$ cat src/rtl/lsu_if.sv
// lsu_if: SRAM-like data bus between the load/store stage and memory.
// master: data_req/wr/size/addr/wstrb/wdata out; data_addr_ok/data_ok/rdata in.
interface lsu_if;
    logic        data_req;
    logic        data_wr;
    logic [1:0]  data_size;
    logic [31:0] data_addr;
    logic [3:0]  data_wstrb;
    logic [31:0] data_wdata;
    logic        data_addr_ok;
    logic        data_data_ok;
    logic [31:0] data_rdata;

    modport master (
        output data_req, data_wr, data_size, data_addr,
        output data_wstrb, data_wdata,
        input  data_addr_ok, data_data_ok, data_rdata
    );

    modport slave (
        input  data_req, data_wr, data_size, data_addr,
        input  data_wstrb, data_wdata,
        output data_addr_ok, data_data_ok, data_rdata
    );
endinterface

$ cat src/rtl/lsu.sv
// lsu: load/store stage; issues bus accesses, stalls upstream, extends loads.
// Ports: clk, rst (sync, high), ex_* op in, flush, lsu_stall, bus (lsu_if.master),
// mem_* writeback fields, mem_adel/ades/badvaddr (live with LSU_ALIGN_CHECK_EN).
module lsu (
    input  logic        clk,
    input  logic        rst,
    input  logic        ex_valid,
    input  logic [31:0] ex_alu_res,
    input  logic        ex_w_reg_ena,
    input  logic [4:0]  ex_w_reg_dst,
    input  logic [3:0]  ex_ls_op,
    input  logic [31:0] ex_rt_data,
    input  logic        flush,
    output logic        lsu_stall,
    lsu_if.master       bus,
    output logic [31:0] mem_alu_res,
    output logic        mem_w_reg_ena,
    output logic [4:0]  mem_w_reg_dst,
    output logic [31:0] mem_r_data,
    output logic        mem_wb_sel,
    output logic        mem_adel,
    output logic        mem_ades,
    output logic [31:0] mem_badvaddr
);

    localparam logic [1:0] S_IDLE = 2'd0;
    localparam logic [1:0] S_REQ  = 2'd1;
    localparam logic [1:0] S_WAIT = 2'd2;

    localparam logic [3:0] OP_LB  = 4'd1;
    localparam logic [3:0] OP_LBU = 4'd2;
    localparam logic [3:0] OP_LH  = 4'd3;
    localparam logic [3:0] OP_LHU = 4'd4;
    localparam logic [3:0] OP_LW  = 4'd5;
    localparam logic [3:0] OP_SB  = 4'd6;
    localparam logic [3:0] OP_SH  = 4'd7;
    localparam logic [3:0] OP_SW  = 4'd8;

    logic [1:0]  state;
    logic        killed;
    logic [3:0]  r_op;
    logic [31:0] r_addr;
    logic [31:0] r_rt;
    logic [4:0]  r_dst;
    logic        r_wena;

    logic ex_is_load;
    logic ex_is_store;
    logic ex_mis;
    logic accept;
    logic pass;
    logic r_is_load;

    assign ex_is_load  = (ex_ls_op >= OP_LB) && (ex_ls_op <= OP_LW);
    assign ex_is_store = (ex_ls_op >= OP_SB) && (ex_ls_op <= OP_SW);
    assign r_is_load   = (r_op >= OP_LB) && (r_op <= OP_LW);

`ifdef LSU_ALIGN_CHECK_EN
    always_comb begin
        ex_mis = 1'b0;
        case (ex_ls_op)
            OP_LH, OP_LHU, OP_SH: ex_mis = ex_alu_res[0];
            OP_LW, OP_SW:         ex_mis = |ex_alu_res[1:0];
            default:              ex_mis = 1'b0;
        endcase
    end
`else
    assign ex_mis = 1'b0;
`endif

    // Non-memory ops and trapped misaligned ops both take the 1-cycle path.
    assign pass   = (state == S_IDLE) && ex_valid && !flush &&
                    (!(ex_is_load || ex_is_store) || ex_mis);
    assign accept = (state == S_IDLE) && ex_valid && !flush &&
                    (ex_is_load || ex_is_store) && !ex_mis;

    assign lsu_stall = accept || (state == S_REQ) ||
                       ((state == S_WAIT) && !bus.data_data_ok);

    // Bus fields come only from the request register, so they hold in REQ.
    logic [1:0]  size_c;
    logic [3:0]  strb_c;
    logic [31:0] wdata_c;

    always_comb begin
        size_c  = 2'd0;
        strb_c  = 4'b0000;
        wdata_c = r_rt;
        case (r_op)
            OP_LB, OP_LBU: size_c = 2'd0;
            OP_LH, OP_LHU: size_c = 2'd1;
            OP_LW:         size_c = 2'd2;
            OP_SB: begin
                size_c  = 2'd0;
                strb_c  = 4'b0001 << r_addr[1:0];
                wdata_c = {4{r_rt[7:0]}};
            end
            OP_SH: begin
                size_c  = 2'd1;
                strb_c  = 4'b0011 << r_addr[1:0];
                wdata_c = {2{r_rt[15:0]}};
            end
            OP_SW: begin
                size_c  = 2'd2;
                strb_c  = 4'b1111;
            end
            default: ;
        endcase
    end

    assign bus.data_req   = (state == S_REQ);
    assign bus.data_wr    = (r_op >= OP_SB) && (r_op <= OP_SW);
    assign bus.data_size  = size_c;
    assign bus.data_addr  = r_addr;
    assign bus.data_wstrb = strb_c;
    assign bus.data_wdata = wdata_c;

    logic [7:0]  ld_byte;
    logic [15:0] ld_half;
    logic [31:0] ld_val;

    assign ld_byte = bus.data_rdata[{r_addr[1:0], 3'b000} +: 8];
    assign ld_half = r_addr[1] ? bus.data_rdata[31:16] : bus.data_rdata[15:0];

    always_comb begin
        ld_val = 32'd0;
        case (r_op)
            OP_LB:  ld_val = {{24{ld_byte[7]}}, ld_byte};
            OP_LBU: ld_val = {24'd0, ld_byte};
            OP_LH:  ld_val = {{16{ld_half[15]}}, ld_half};
            OP_LHU: ld_val = {16'd0, ld_half};
            OP_LW:  ld_val = bus.data_rdata;
            default: ld_val = 32'd0;
        endcase
    end

    always_ff @(posedge clk) begin
        if (rst) begin
            state         <= S_IDLE;
            killed        <= 1'b0;
            r_op          <= 4'd0;
            r_addr        <= 32'd0;
            r_rt          <= 32'd0;
            r_dst         <= 5'd0;
            r_wena        <= 1'b0;
            mem_alu_res   <= 32'd0;
            mem_w_reg_ena <= 1'b0;
            mem_w_reg_dst <= 5'd0;
            mem_r_data    <= 32'd0;
            mem_wb_sel    <= 1'b0;
        end else begin
            case (state)
                S_IDLE: begin
                    killed <= 1'b0;
                    if (pass) begin
                        mem_alu_res   <= ex_alu_res;
                        mem_w_reg_ena <= ex_w_reg_ena && !ex_mis;
                        mem_w_reg_dst <= ex_w_reg_dst;
                        mem_r_data    <= 32'd0;
                        mem_wb_sel    <= 1'b0;
                    end else if (accept) begin
                        r_op          <= ex_ls_op;
                        r_addr        <= ex_alu_res;
                        r_rt          <= ex_rt_data;
                        r_dst         <= ex_w_reg_dst;
                        r_wena        <= ex_w_reg_ena;
                        mem_w_reg_ena <= 1'b0;
                        state         <= S_REQ;
                    end else begin
                        mem_w_reg_ena <= 1'b0;
                    end
                end
                S_REQ: begin
                    mem_w_reg_ena <= 1'b0;
                    // An accepted request must drain even when flushed.
                    if (bus.data_addr_ok) begin
                        state <= S_WAIT;
                        if (flush) killed <= 1'b1;
                    end else if (flush) begin
                        state <= S_IDLE;
                    end
                end
                S_WAIT: begin
                    if (bus.data_data_ok) begin
                        mem_alu_res   <= r_addr;
                        mem_w_reg_dst <= r_dst;
                        mem_w_reg_ena <= r_wena && r_is_load && !killed && !flush;
                        mem_wb_sel    <= r_is_load;
                        mem_r_data    <= r_is_load ? ld_val : 32'd0;
                        killed        <= 1'b0;
                        state         <= S_IDLE;
                    end else begin
                        mem_w_reg_ena <= 1'b0;
                        if (flush) killed <= 1'b1;
                    end
                end
                default: state <= S_IDLE;
            endcase
        end
    end

`ifdef LSU_ALIGN_CHECK_EN
    // Flags describe only the op that passed through on the previous edge.
    always_ff @(posedge clk) begin
        if (rst) begin
            mem_adel     <= 1'b0;
            mem_ades     <= 1'b0;
            mem_badvaddr <= 32'd0;
        end else begin
            mem_adel     <= pass && ex_mis && ex_is_load;
            mem_ades     <= pass && ex_mis && ex_is_store;
            mem_badvaddr <= (pass && ex_mis) ? ex_alu_res : 32'd0;
        end
    end
`else
    assign mem_adel     = 1'b0;
    assign mem_ades     = 1'b0;
    assign mem_badvaddr = 32'd0;
`endif

endmodule

$ cat src/flat_wrapper.sv
// flat-port wrapper written by rule: the top's interface ports become plain ports
module lsu_flat 
  (clk, rst, ex_valid, ex_alu_res, ex_w_reg_ena, ex_w_reg_dst, ex_ls_op, ex_rt_data, flush, lsu_stall, mem_alu_res, mem_w_reg_ena, mem_w_reg_dst, mem_r_data, mem_wb_sel, mem_adel, mem_ades, mem_badvaddr, bus_data_req, bus_data_wr, bus_data_size, bus_data_addr, bus_data_wstrb, bus_data_wdata, bus_data_addr_ok, bus_data_data_ok, bus_data_rdata);
  lsu_if bus_i ();
  input  logic clk;
  input  logic rst;
  input  logic ex_valid;
  input  logic [31:0] ex_alu_res;
  input  logic ex_w_reg_ena;
  input  logic [4:0] ex_w_reg_dst;
  input  logic [3:0] ex_ls_op;
  input  logic [31:0] ex_rt_data;
  input  logic flush;
  output logic lsu_stall;
  output logic [31:0] mem_alu_res;
  output logic mem_w_reg_ena;
  output logic [4:0] mem_w_reg_dst;
  output logic [31:0] mem_r_data;
  output logic mem_wb_sel;
  output logic mem_adel;
  output logic mem_ades;
  output logic [31:0] mem_badvaddr;
  output wire logic [$bits(bus_i.data_req)-1:0] bus_data_req;
  output wire logic [$bits(bus_i.data_wr)-1:0] bus_data_wr;
  output wire logic [$bits(bus_i.data_size)-1:0] bus_data_size;
  output wire logic [$bits(bus_i.data_addr)-1:0] bus_data_addr;
  output wire logic [$bits(bus_i.data_wstrb)-1:0] bus_data_wstrb;
  output wire logic [$bits(bus_i.data_wdata)-1:0] bus_data_wdata;
  input wire logic [$bits(bus_i.data_addr_ok)-1:0] bus_data_addr_ok;
  input wire logic [$bits(bus_i.data_data_ok)-1:0] bus_data_data_ok;
  input wire logic [$bits(bus_i.data_rdata)-1:0] bus_data_rdata;
  assign bus_data_req = bus_i.data_req;
  assign bus_data_wr = bus_i.data_wr;
  assign bus_data_size = bus_i.data_size;
  assign bus_data_addr = bus_i.data_addr;
  assign bus_data_wstrb = bus_i.data_wstrb;
  assign bus_data_wdata = bus_i.data_wdata;
  assign bus_i.data_addr_ok = bus_data_addr_ok;
  assign bus_i.data_data_ok = bus_data_data_ok;
  assign bus_i.data_rdata = bus_data_rdata;
  lsu u_core (.clk(clk), .rst(rst), .ex_valid(ex_valid), .ex_alu_res(ex_alu_res), .ex_w_reg_ena(ex_w_reg_ena), .ex_w_reg_dst(ex_w_reg_dst), .ex_ls_op(ex_ls_op), .ex_rt_data(ex_rt_data), .flush(flush), .lsu_stall(lsu_stall), .bus(bus_i), .mem_alu_res(mem_alu_res), .mem_w_reg_ena(mem_w_reg_ena), .mem_w_reg_dst(mem_w_reg_dst), .mem_r_data(mem_r_data), .mem_wb_sel(mem_wb_sel), .mem_adel(mem_adel), .mem_ades(mem_ades), .mem_badvaddr(mem_badvaddr));
endmodule
$ cat config.mk
export PLATFORM = sky130hd
export DESIGN_NAME = lsu_flat
export DESIGN_NICKNAME = d
export VERILOG_FILES = /design/src/rtl/lsu_if.sv /design/src/rtl/lsu.sv /design/src/flat_wrapper.sv
export SDC_FILE = /design/constraint.sdc
export NUM_CORES = 1
export LEC_CHECK = 0
export CORE_MARGIN = 1
export CORE_UTILIZATION = 44
export DETAILED_ROUTE_END_ITERATION = 10
export GPL_ROUTABILITY_DRIVEN = 0
export GPL_TIMING_DRIVEN = 1
export MAX_ROUTING_LAYER = met4
export PLACE_DENSITY = 0.94
export SLEW_MARGIN = 30
export SYNTH_ARGS = -nofsm -noshare
export SYNTH_HDL_FRONTEND = slang
export SYNTH_SLANG_ARGS = --single-unit
$ cat constraint.sdc
create_clock -name clk -period 2.9 [get_ports clk]
set_input_delay 0.435 -clock clk [delete_from_list [all_inputs] [get_ports clk]]
set_output_delay 0.435 -clock clk [all_outputs]
set_load 0.02 [all_outputs]
==> impl_metrics.py <==
metrics = {
    "setup_path": {
        "crit_family": "buffers and inverters",
        "start_kind": "flop",
        "slowest_stage": "clkdlybuf4s50_1",
        "cp_num_buf_inv": 2,
        "path_max_fanout": 21,
        "arrival_ps": 2370,
        "max_stage_delay_ps": 540,
        "path_cells": "nand2_1, or2_4, nor2_1, buf_4, mux2_2, clkdlybuf4s50_1",
        "crit_type": "reg2out",
        "worstPathRequired_ps": 2470,
        "critical_path.endpoint_type": "output port",
    },
    "timing": {
        "drv_slew": 0,
        "period_needed_ps": 2800,
        "fin_tns_setup_ps": 0,
        "rsz0062_at_grt": "false",
        "finalSetupViolCount": 0,
        "skew_ps": 9.43,
        "hold_viol": 0,
        "worst_pin_slew_ps": 960,
        "fin_crit_sh": 0.966,
        "slew_headroom": 0.358,
        "fmax_mhz": 357,
    },
    "route": {
        "wl_mm": 21.2,
        "wl_per_cell_um": 16.3,
        "drt-vias-per-instance": 5.29,
        "vias": 6898,
        "first_pass_iters": 7,
        "remaining_drc_errors": 0,
        "final_antenna_net_count": 0,
        "drt_iter0_markers": 380,
    },
    "cts": {
        "ctsHoldBuffers": 0,
        "cts_tree": "done",
        "cts_buffers": 17,
        "postCtsSetupBuffers": 0,
        "cts_buffer_depth": 2,
        "clock_sink_count": 148,
        "h-tree-depth": 4,
        "clock_latency_ps": 410,
        "root_buffer": "clkbuf_16",
        "postCtsResizedCells": 1,
        "clkTransAtPathRegs_ps": 60,
    },
    "floorplanning": {
        "initial_core_util": 0.449,
        "core_um2": 15800,
        "dieHeight_um": 129,
        "num_io_pins": 290,
        "fp.dieW_um": 129,
        "row_count": 46,
        "fp.dieArea_um2": 16700,
    },
    "run": {
        "max-cap-violations": 0,
    },
    "outcome": {
        "outcome": "complete, no violations",
    },
    "power_and_ir_drop": {
        "irDropWorstVdd_v": 0.000407,
        "power.total_w": 0.00678,
        "p_per_area_nw_per_um2": 658,
        "leakagePower_nw": 3.52,
    },
    "grt": {
        "grt_pass1_vias": 6494,
        "antenna_found_initial": 1,
        "track_usage": 0.256,
        "grt_pass1_wl_mm": 32.6,
        "grt_start_max_net_pins": 82,
        "grt_overflow": 0,
    },
    "placement": {
        "hpwl_mm": 14.9,
        "buffer_ports.inserted": 255,
    },
    "yosys": {
        "seq_area_frac_synth": 0.417,
        "syn-cell-area_um2": 7110,
        "synth_edf_count": 0,
        "synth-main-ff-cell": "dfxtp_1",
        "syn_avg_cell_area_um2": 8.31,
        "ys.warnings.count": 0,
        "syn_inst": 856,
        "async_reset_ff_frac": 0,
        "synth.distinct_cells": 50,
        "synth-seq-cells": 148,
    },
    "layout": {
        "fin_nets": 1190,
        "drive_gt1_frac": 0.0801,
        "regArea_um2": 2960,
        "syn2layout_area_growth_pct": 44.9,
        "multi_input_area_um2": 3700,
        "fillerInstances": 1258,
    },
    "min_path": {
        "hold_path.class": "reg2reg",
    },
}
## per-stage QoR
step	setup slack [ps]	instances	hold slack [ps]	utilization	instance area, um^2
2_1_floorplan	678	889	433	-	7240
3_3_place_gp	243	1270	438	0.611	9670
3_5_place_dp	193	1270	445	0.611	9670
4_1_cts	68.4	1302	455	0.650	10300
5_1_grt	3.86	1303	474	0.651	10300
6_report	99.1	1303	456	0.651	10300
## per-layer routing
layer,wire length (um),share of wire,up-vias,global-route usage
met5,0,0,-,-
met4,867,0.041,0,0.141
met3,1390,0.065,55,0.0553
met2,10400,0.49,305,0.423
met1,8560,0.40,3223,0.288
li1,-,-,3315,-
## sequential cells by signal, indices dropped and copies added (netlist names)
signal	flops
u_core.mem_w_reg_ena	1
u_core.state	2
u_core.r_wena	1
u_core.mem_w_reg_dst	5
u_core.bus.data_addr	32
u_core.r_op	4
u_core.mem_alu_res	32
u_core.killed	1
u_core.r_rt	32
u_core.mem_wb_sel	1
u_core.r_dst	5
u_core.mem_r_data	32
## report_power, final
group          switching (W)  leakage (nW)  total, W  internal (W)
Sequential          0.000144          1.20   0.00243       0.00228
Combinational        0.00113          2.01   0.00203      0.000898
Clock               0.000853         0.302   0.00232       0.00147
## cell usage after synthesis (all sizes together), types with 4 or more instances
master,n,area share
nor2,56,0.030
nand2,202,0.11
o31ai,4,0.0042
a21o,17,0.018
a211oi,38,0.040
o21ai,14,0.0099
nor3,5,0.0035
a22o,8,0.0099
a21oi,100,0.070
nor2b,6,0.0053
mux2,20,0.032
clkbuf,47,0.025
mux2i,61,0.086
o2bb2ai,8,0.017
ha,5,0.0088
inv,4,0.0021
dfxtp,148,0.42
a221oi,7,0.0086
buf,63,0.059
o221ai,7,0.0086
## worst paths after layout
check,start,to,slack [ps],cells after the start
max,u_core.r_op[2],bus_data_wdata[11],100,6
min,u_core.mem_r_data[28],u_core.mem_r_data[28],460,2
max reg2reg,u_core.r_op[0],u_core.mem_r_data[9],500,6
min reg2reg,u_core.mem_r_data[28],u_core.mem_r_data[28],460,2
## logic make-up after synthesis
group                      share of synthesized area
muxes                                          0.118
buffers and inverters                         0.0864
DFF                                            0.417
AOI/OAI and AO/OA                              0.201
and+or+nand+nor                                0.169
adders and majority gates                    0.00880
other                                       0.000527
## layout make-up
cell class              count  share of cell area
diodes                      1            0.000243
clock buffers              21              0.0437
clock inverters            11              0.0168
inverters                   4             0.00146
multi-input cells         627               0.359
flip-flops and latches    148               0.288
well taps                 216              0.0262
repair buffers            275               0.265
## cell usage in the layout (no fill, tap or decap), drive strengths merged, types with 4 or more instances in the layout
| cell type | n |
|---|---|
| clkdlybuf4s50 | 252 |
| mux2i | 61 |
| nor3 | 5 |
| o31ai | 4 |
| bufinv | 4 |
| nor2 | 56 |
| a21o | 17 |
| a221oi | 7 |
| o21ai | 14 |
| dfxtp | 148 |
| nor2b | 6 |
| mux2 | 20 |
| inv | 7 |
| clkbuf | 21 |
| a22o | 8 |
| ha | 5 |
| nand2 | 202 |
| conb | 34 |
| a21oi | 100 |
| o2bb2ai | 8 |
| buf | 21 |
| o221ai | 7 |
| a211oi | 38 |
## tightest hold or removal path: cells and delay by family, from the launching register on
kind	cells	cell delay [ps]
AOI/OAI and AO/OA	1	50
and+or+nand+nor	1	50
DFF	1	310
No activity file was read; power rests on OpenSTA's default activity.
